**config.mk**
```make
export PLATFORM = sky130hd
export DESIGN_NAME = mrsc_decoder
export DESIGN_NICKNAME = d
export VERILOG_FILES = /design/src/rtl/mrsc_decoder.sv
export SDC_FILE = /design/constraint.sdc
export NUM_CORES = 1
export LEC_CHECK = 0
export BUFFER_PORTS_ARGS = -buffer_cell sky130_fd_sc_hd__clkbuf_2
export CAP_MARGIN = 20
export CORE_UTILIZATION = 45
export DETAILED_ROUTE_END_ITERATION = 10
export PLACE_DENSITY_LB_ADDON = 0.2
export SETUP_SLACK_MARGIN = 0.05
export SYNTH_ARGS = -nofsm -noshare
export SYNTH_HDL_FRONTEND = slang
export SYNTH_SLANG_ARGS = --single-unit
```
**constraint.sdc**
```tcl
create_clock -name clk -period 6.6 [get_ports clk]
set_input_delay 0.66 -clock clk [delete_from_list [all_inputs] [get_ports clk]]
set_output_delay 0.66 -clock clk [all_outputs]
set_load 0.1 [all_outputs]
```
**src/rtl/mrsc_decoder.sv**
```systemverilog
// Two-stage MRSC decoder: S1 registers the codeword and syndromes, and S2 registers the corrected data and flags.
// Single-region errors are corrected, uncorrectable patterns are flagged, and saturating counters track both outcomes.
module mrsc_decoder (
  input  logic        clk,
  input  logic        rst,
  input  logic        in_valid,
  output logic        in_ready,
  input  logic [31:0] in_word,
  output logic        out_valid,
  input  logic        out_ready,
  output logic [15:0] out_data,
  output logic        out_err,
  output logic        out_corr,
  output logic        out_uncorr,
  input  logic        clr_counts,
  output logic [15:0] corr_count,
  output logic [15:0] uncorr_count
);

  typedef enum logic [2:0] {
    PAIR_CLEAN,
    PAIR_NOFIX,
    PAIR_FIX_A,
    PAIR_FIX_B,
    PAIR_BAD
  } pair_e;

  // Regions are {upper-left, upper-right, lower-left, lower-right} taken from data = {r0, r1, r2, r3}.
  function automatic logic [3:0] di1(input logic [15:0] d);
    return {d[15], d[14], d[11], d[10]};
  endfunction
  function automatic logic [3:0] di2(input logic [15:0] d);
    return {d[13], d[12], d[9], d[8]};
  endfunction
  function automatic logic [3:0] di3(input logic [15:0] d);
    return {d[7], d[6], d[3], d[2]};
  endfunction
  function automatic logic [3:0] di4(input logic [15:0] d);
    return {d[5], d[4], d[1], d[0]};
  endfunction

  function automatic logic [1:0] rp(input logic [3:0] s);
    return {s[3] ^ s[2], s[1] ^ s[0]};
  endfunction

  function automatic logic [15:0] join_regions(input logic [3:0] a, input logic [3:0] b,
                                               input logic [3:0] c, input logic [3:0] e);
    return {a[3:2], b[3:2], a[1:0], b[1:0], c[3:2], e[3:2], c[1:0], e[1:0]};
  endfunction

  function automatic pair_e classify(input logic [3:0] sx, input logic [1:0] spa,
                                     input logic [1:0] spb);
    pair_e r;
    r = PAIR_BAD;
    if (sx == 4'd0) begin
      if (spa == 2'd0 && spb == 2'd0)            r = PAIR_CLEAN;
      else if ((spa == 2'd0) != (spb == 2'd0))   r = PAIR_NOFIX;
    end else begin
      if (spa == 2'd0 && spb == 2'd0)            r = PAIR_NOFIX;
      else if (spb == 2'd0 && spa == rp(sx))     r = PAIR_FIX_A;
      else if (spa == 2'd0 && spb == rp(sx))     r = PAIR_FIX_B;
    end
    return r;
  endfunction

  // Stage-1 syndromes computed straight from the incoming word.
  logic [15:0] in_data;
  logic [3:0]  sx13_c, sx24_c;
  logic [7:0]  sp_c;
  logic        en;

  assign in_data = in_word[31:16];
  assign sx13_c  = in_word[15:12] ^ di1(in_data) ^ di3(in_data);
  assign sx24_c  = in_word[11:8]  ^ di2(in_data) ^ di4(in_data);
  assign sp_c    = {in_word[7:6] ^ rp(di1(in_data)), in_word[5:4] ^ rp(di2(in_data)),
                    in_word[3:2] ^ rp(di3(in_data)), in_word[1:0] ^ rp(di4(in_data))};

  assign en       = !out_valid || out_ready;
  assign in_ready = en;

  logic        s1_valid;
  logic [15:0] s1_data;
  logic [3:0]  s1_sx13, s1_sx24;
  logic [7:0]  s1_sp;

  // NOTE: sequential state uses non-blocking assignments so every register samples pre-edge values.
  always_ff @(posedge clk or posedge rst) begin
    if (rst) begin
      s1_valid <= 1'b0;
      s1_data  <= '0;
      s1_sx13  <= '0;
      s1_sx24  <= '0;
      s1_sp    <= '0;
    end else if (en) begin
      s1_valid <= in_valid;
      s1_data  <= in_data;
      s1_sx13  <= sx13_c;
      s1_sx24  <= sx24_c;
      s1_sp    <= sp_c;
    end
  end

  pair_e       pair13, pair24;
  logic [3:0]  r1, r2, r3, r4;
  logic [15:0] fix_data;
  logic        err_c, corr_c, uncorr_c;

  // NOTE: every always_comb output gets a default first so no path can infer a latch.
  always_comb begin
    pair13   = classify(s1_sx13, s1_sp[7:6], s1_sp[3:2]);
    pair24   = classify(s1_sx24, s1_sp[5:4], s1_sp[1:0]);
    r1       = di1(s1_data);
    r2       = di2(s1_data);
    r3       = di3(s1_data);
    r4       = di4(s1_data);
    if (pair13 == PAIR_FIX_A) r1 = r1 ^ s1_sx13;
    if (pair13 == PAIR_FIX_B) r3 = r3 ^ s1_sx13;
    if (pair24 == PAIR_FIX_A) r2 = r2 ^ s1_sx24;
    if (pair24 == PAIR_FIX_B) r4 = r4 ^ s1_sx24;
    uncorr_c = (pair13 == PAIR_BAD) || (pair24 == PAIR_BAD);
    corr_c   = !uncorr_c && ((pair13 != PAIR_CLEAN) || (pair24 != PAIR_CLEAN));
    err_c    = (s1_sx13 != 4'd0) || (s1_sx24 != 4'd0) || (s1_sp != 8'd0);
    // An uncorrectable word passes through raw, without a partial fix on the other pair.
    fix_data = uncorr_c ? s1_data : join_regions(r1, r2, r3, r4);
  end

  always_ff @(posedge clk or posedge rst) begin
    if (rst) begin
      out_valid  <= 1'b0;
      out_data   <= '0;
      out_err    <= 1'b0;
      out_corr   <= 1'b0;
      out_uncorr <= 1'b0;
    end else if (en) begin
      out_valid  <= s1_valid;
      out_data   <= fix_data;
      out_err    <= err_c;
      out_corr   <= corr_c;
      out_uncorr <= uncorr_c;
    end
  end

  logic out_fire;
  assign out_fire = out_valid && out_ready;

  always_ff @(posedge clk or posedge rst) begin
    if (rst) begin
      corr_count   <= '0;
      uncorr_count <= '0;
    end else if (clr_counts) begin
      corr_count   <= '0;
      uncorr_count <= '0;
    end else if (out_fire) begin
      if (out_corr && corr_count != 16'hFFFF)     corr_count   <= corr_count + 16'd1;
      if (out_uncorr && uncorr_count != 16'hFFFF) uncorr_count <= uncorr_count + 16'd1;
    end
  end

endmodule

```
==> flow_summary_export.csv <==
group,metric,value,unit
status,status,"finished, final reports clean",
floorplanning,die_y,104,um
finish,area_delta_synth_final,17.5,%
timing,max_slew_margin,35.4,%
global_routing,antenna_found_initial,0,
synth,synth_area_leaders,"dfrtp_1 45%, nand2_1 7.8%, xnor2_1 7.1%",
clock_tree,clk_latency,350,ps
timing,finalHoldViolations,0,
clock_tree,cts_setup_buffers,0,
timing,grt_setup_unrepaired,"no",
setup_path,worst-path-buf-inv,3,
worst_hold_path,hold_path.class,"in -> async",
setup_path,crit_fanout,77,
synth,yosysSeqAreaShare,45.1,%
synth,syn_area_per_cell,9.17,sq um
setup_path,max_stage_delay,550,ps
setup_path,cp-end-kind,"output pin",
setup_path,r2r_slack,4100,ps
synth,syn_area,4720,sq um
timing,finClkSkew,7.79,ps
setup_path,worstSetupPathType,"reg -> out",
drt,first_pass_iters,4,
synth,synth_edf_count,0,
setup_path,r2r_end,"out_data[15]",
synth,synth_commonest_cells,"98 x nand2_1, 85 x dfrtp_1, 47 x nor2_1, 38 x xnor2_1, 30 x xor2_1",
setup_path,critPathSlowestCell,"buf_4",
timing,fmax,367,MHz
global_routing,grt_pass1_vias,3744,
clock_tree,htree_levels,3,
setup_path,start_kind,"register",
drt,routed_wl,10.3,mm
drt,vias,3953,
synth,ys.flop_type,"dfrtp_1",
power,powerDensity,307,nW/um^2
synth,netlist_instances,514,
finish,fin_nets,646,
setup_path,crit_chain,"nor2b_4, buf_4, inv_1, clkbuf_2",
placed_design,dpl.hpwl,7.26,mm
drt,drcViolationCount,0,
clock_tree,postCtsHoldBufs,0,
synth,async_flop_share,100,%
drt,via_per_inst,5.35,
finish,multi_input_area,2460,sq um
floorplanning,die-area,10900,sq um
global_routing,grt-ovfl-total,0,
setup_path,arrival,2060,ps
finish,postLayoutCoreUtil,54.2,%
clock_tree,cts_tree,"built",
placed_design,io_buffers,89,
power,p_leak,2.58,nW
finish,nFillCells,963,
timing,timing.final.max_slew_violations,0,
drt,ant_nets,0,
drt,wl_per_cell,13.9,um
timing,setup_viol,0,
synth,ys_ff_latch,85,
clock_tree,cts_buffers,9,
finish,seq_area,2130,sq um
timing,min_period,2720,ps
clock_tree,clkSinkCount,85,
floorplanning,rows,37,
placed_design,place_congestion,0.828,
synth,yosysWarnings,0,
synth,synth_top_area_share,45.1,%
power,peakVddDrop,0.000148,V
finish,layout-drive-gt1-share,19.7,%
clock_tree,clock_path_buffers,2,
global_routing,grt.total_usage,19.9,%
clock_tree,clkTransAtPathRegs,90,ps
setup_path,critPathTopFamily,"buffers and inverters",
timing,fin_crit_sh,41.2,%
floorplanning,coreArea,10200,sq um
synth,synth_top_cell_by_area,"dfrtp_1",
setup_path,critPathRequiredTime,5940,ps
clock_tree,ctsResizeCount,0,
synth,yosysMostFrequentCell,"nand2_1",
setup_path,reg2reg_depth,7,
drt,initialDrtViolationCount,204,
clock_tree,root_buffer,"clkbuf_8",
timing,worst_pin_slew,965,ps
synth,syn_nets,561,
synth,synth_cell_type_count,50,
finish,antenna_cells,0,
global_routing,grt_first_pass_wirelength,17.7,mm
global_routing,grt_max_degree,86,
run,cap_viol_max_count,0,
timing,fin_tns_setup,0,ps
floorplanning,die_w,104,um
floorplanning,ioPinCount,90,
setup_path,reg2reg_from,"s1_sp[5]",
floorplanning,initial_core_util,46.1,%
[cell type report]
cell class	count	area share, %
clock buffer	10	2.30
clock inverter	5	1.81
inverter	15	1.06
multi-input combinational	395	44.4
sequential	85	38.4
tap	136	3.07
timing repair buffer	93	8.94
[how the worst max path moves through the flow]
stage / cells past startpoint / start / end / slack, ps
final: 4 / out_valid / in_ready / 3880
after global routing: 4 / out_valid / in_ready / 3740
after CTS: 4 / out_valid / in_ready / 3870
after detailed placement: 5 / out_ready / in_ready / 3960
after global placement: 5 / out_ready / in_ready / 3960
after floorplan: 4 / out_valid / in_ready / 3440
[cells in the final DEF, fill, tap and decap left out, types with 10 or more instances in the layout]
cell      instances
inv_1            12
ha_1             10
o21ai_0          20
nand4_1          13
xnor2_1          38
nor2_1           47
and3_1           11
a21oi_1          11
nand3_1          15
o211ai_1         13
nand2_1          98
clkbuf_2         89
dfrtp_1          85
xor2_1           30
[report_power, final]
group / switching, mW / internal (mW)
logic: 0.463 / 0.160
clock network: 0.187 / 0.248
registers: 0.0583 / 0.585
[registers in the layout, summed over array words and instances (netlist names), 4 cells and up]
| signal | count |
|---|---|
| uncorr_count | 16 |
| s1_sx24 | 4 |
| out_data | 16 |
| s1_sx13 | 4 |
| s1_sp | 8 |
| corr_count | 16 |
| s1_data | 16 |
[cells by family (layout without fill, tap and decap cells)]
group | count (synthesis) | in the layout | share of synthesized area [%]
and+or+nand+nor | 221 | 221 | 21.9
AOI/OAI and AO/OA | 92 | 92 | 13.8
DFF | 85 | 85 | 45.1
adders and majority gates | 10 | 10 | 2.65
buffers and inverters | 34 | 123 | 2.81
xor gates and xnor gates | 70 | 70 | 13.3
muxes | 2 | 2 | 0.425
[metal layers]
layer / vias to the layer above / wire length, um / GRT usage, %
li1: 1964 / - / -
met2: 107 / 4880 / 32.4
met5: - / 0 / 0
met1: 1867 / 4860 / 27.0
met4: 0 / 156 / 7.14
met3: 15 / 409 / 2.82
[stage by stage]
step / power (mW) / instances / worst slack [ps] / instance area (sq um) / hold slack (ps)
after floorplan: 1.15 / 514 / 3440 / 4720 / 430
after global placement: 1.27 / 723 / 3960 / 5290 / 450
after detailed placement: 1.28 / 723 / 3960 / 5290 / 459
after CTS: 1.72 / 738 / 3870 / 5520 / 479
after global routing: 1.79 / 739 / 3740 / 5540 / 301
final: 1.70 / 739 / 3880 / 5540 / 284
[worst register-to-register path: stages, from the launching register on]
cell and delay, ps:
dfrtp_1 410, or2_1 200, inv_2 70, ha_1 190, a21oi_1 410, nand3_1 550
o21a_1 400, o211ai_1 200
(Power assumes the default switching activity.)
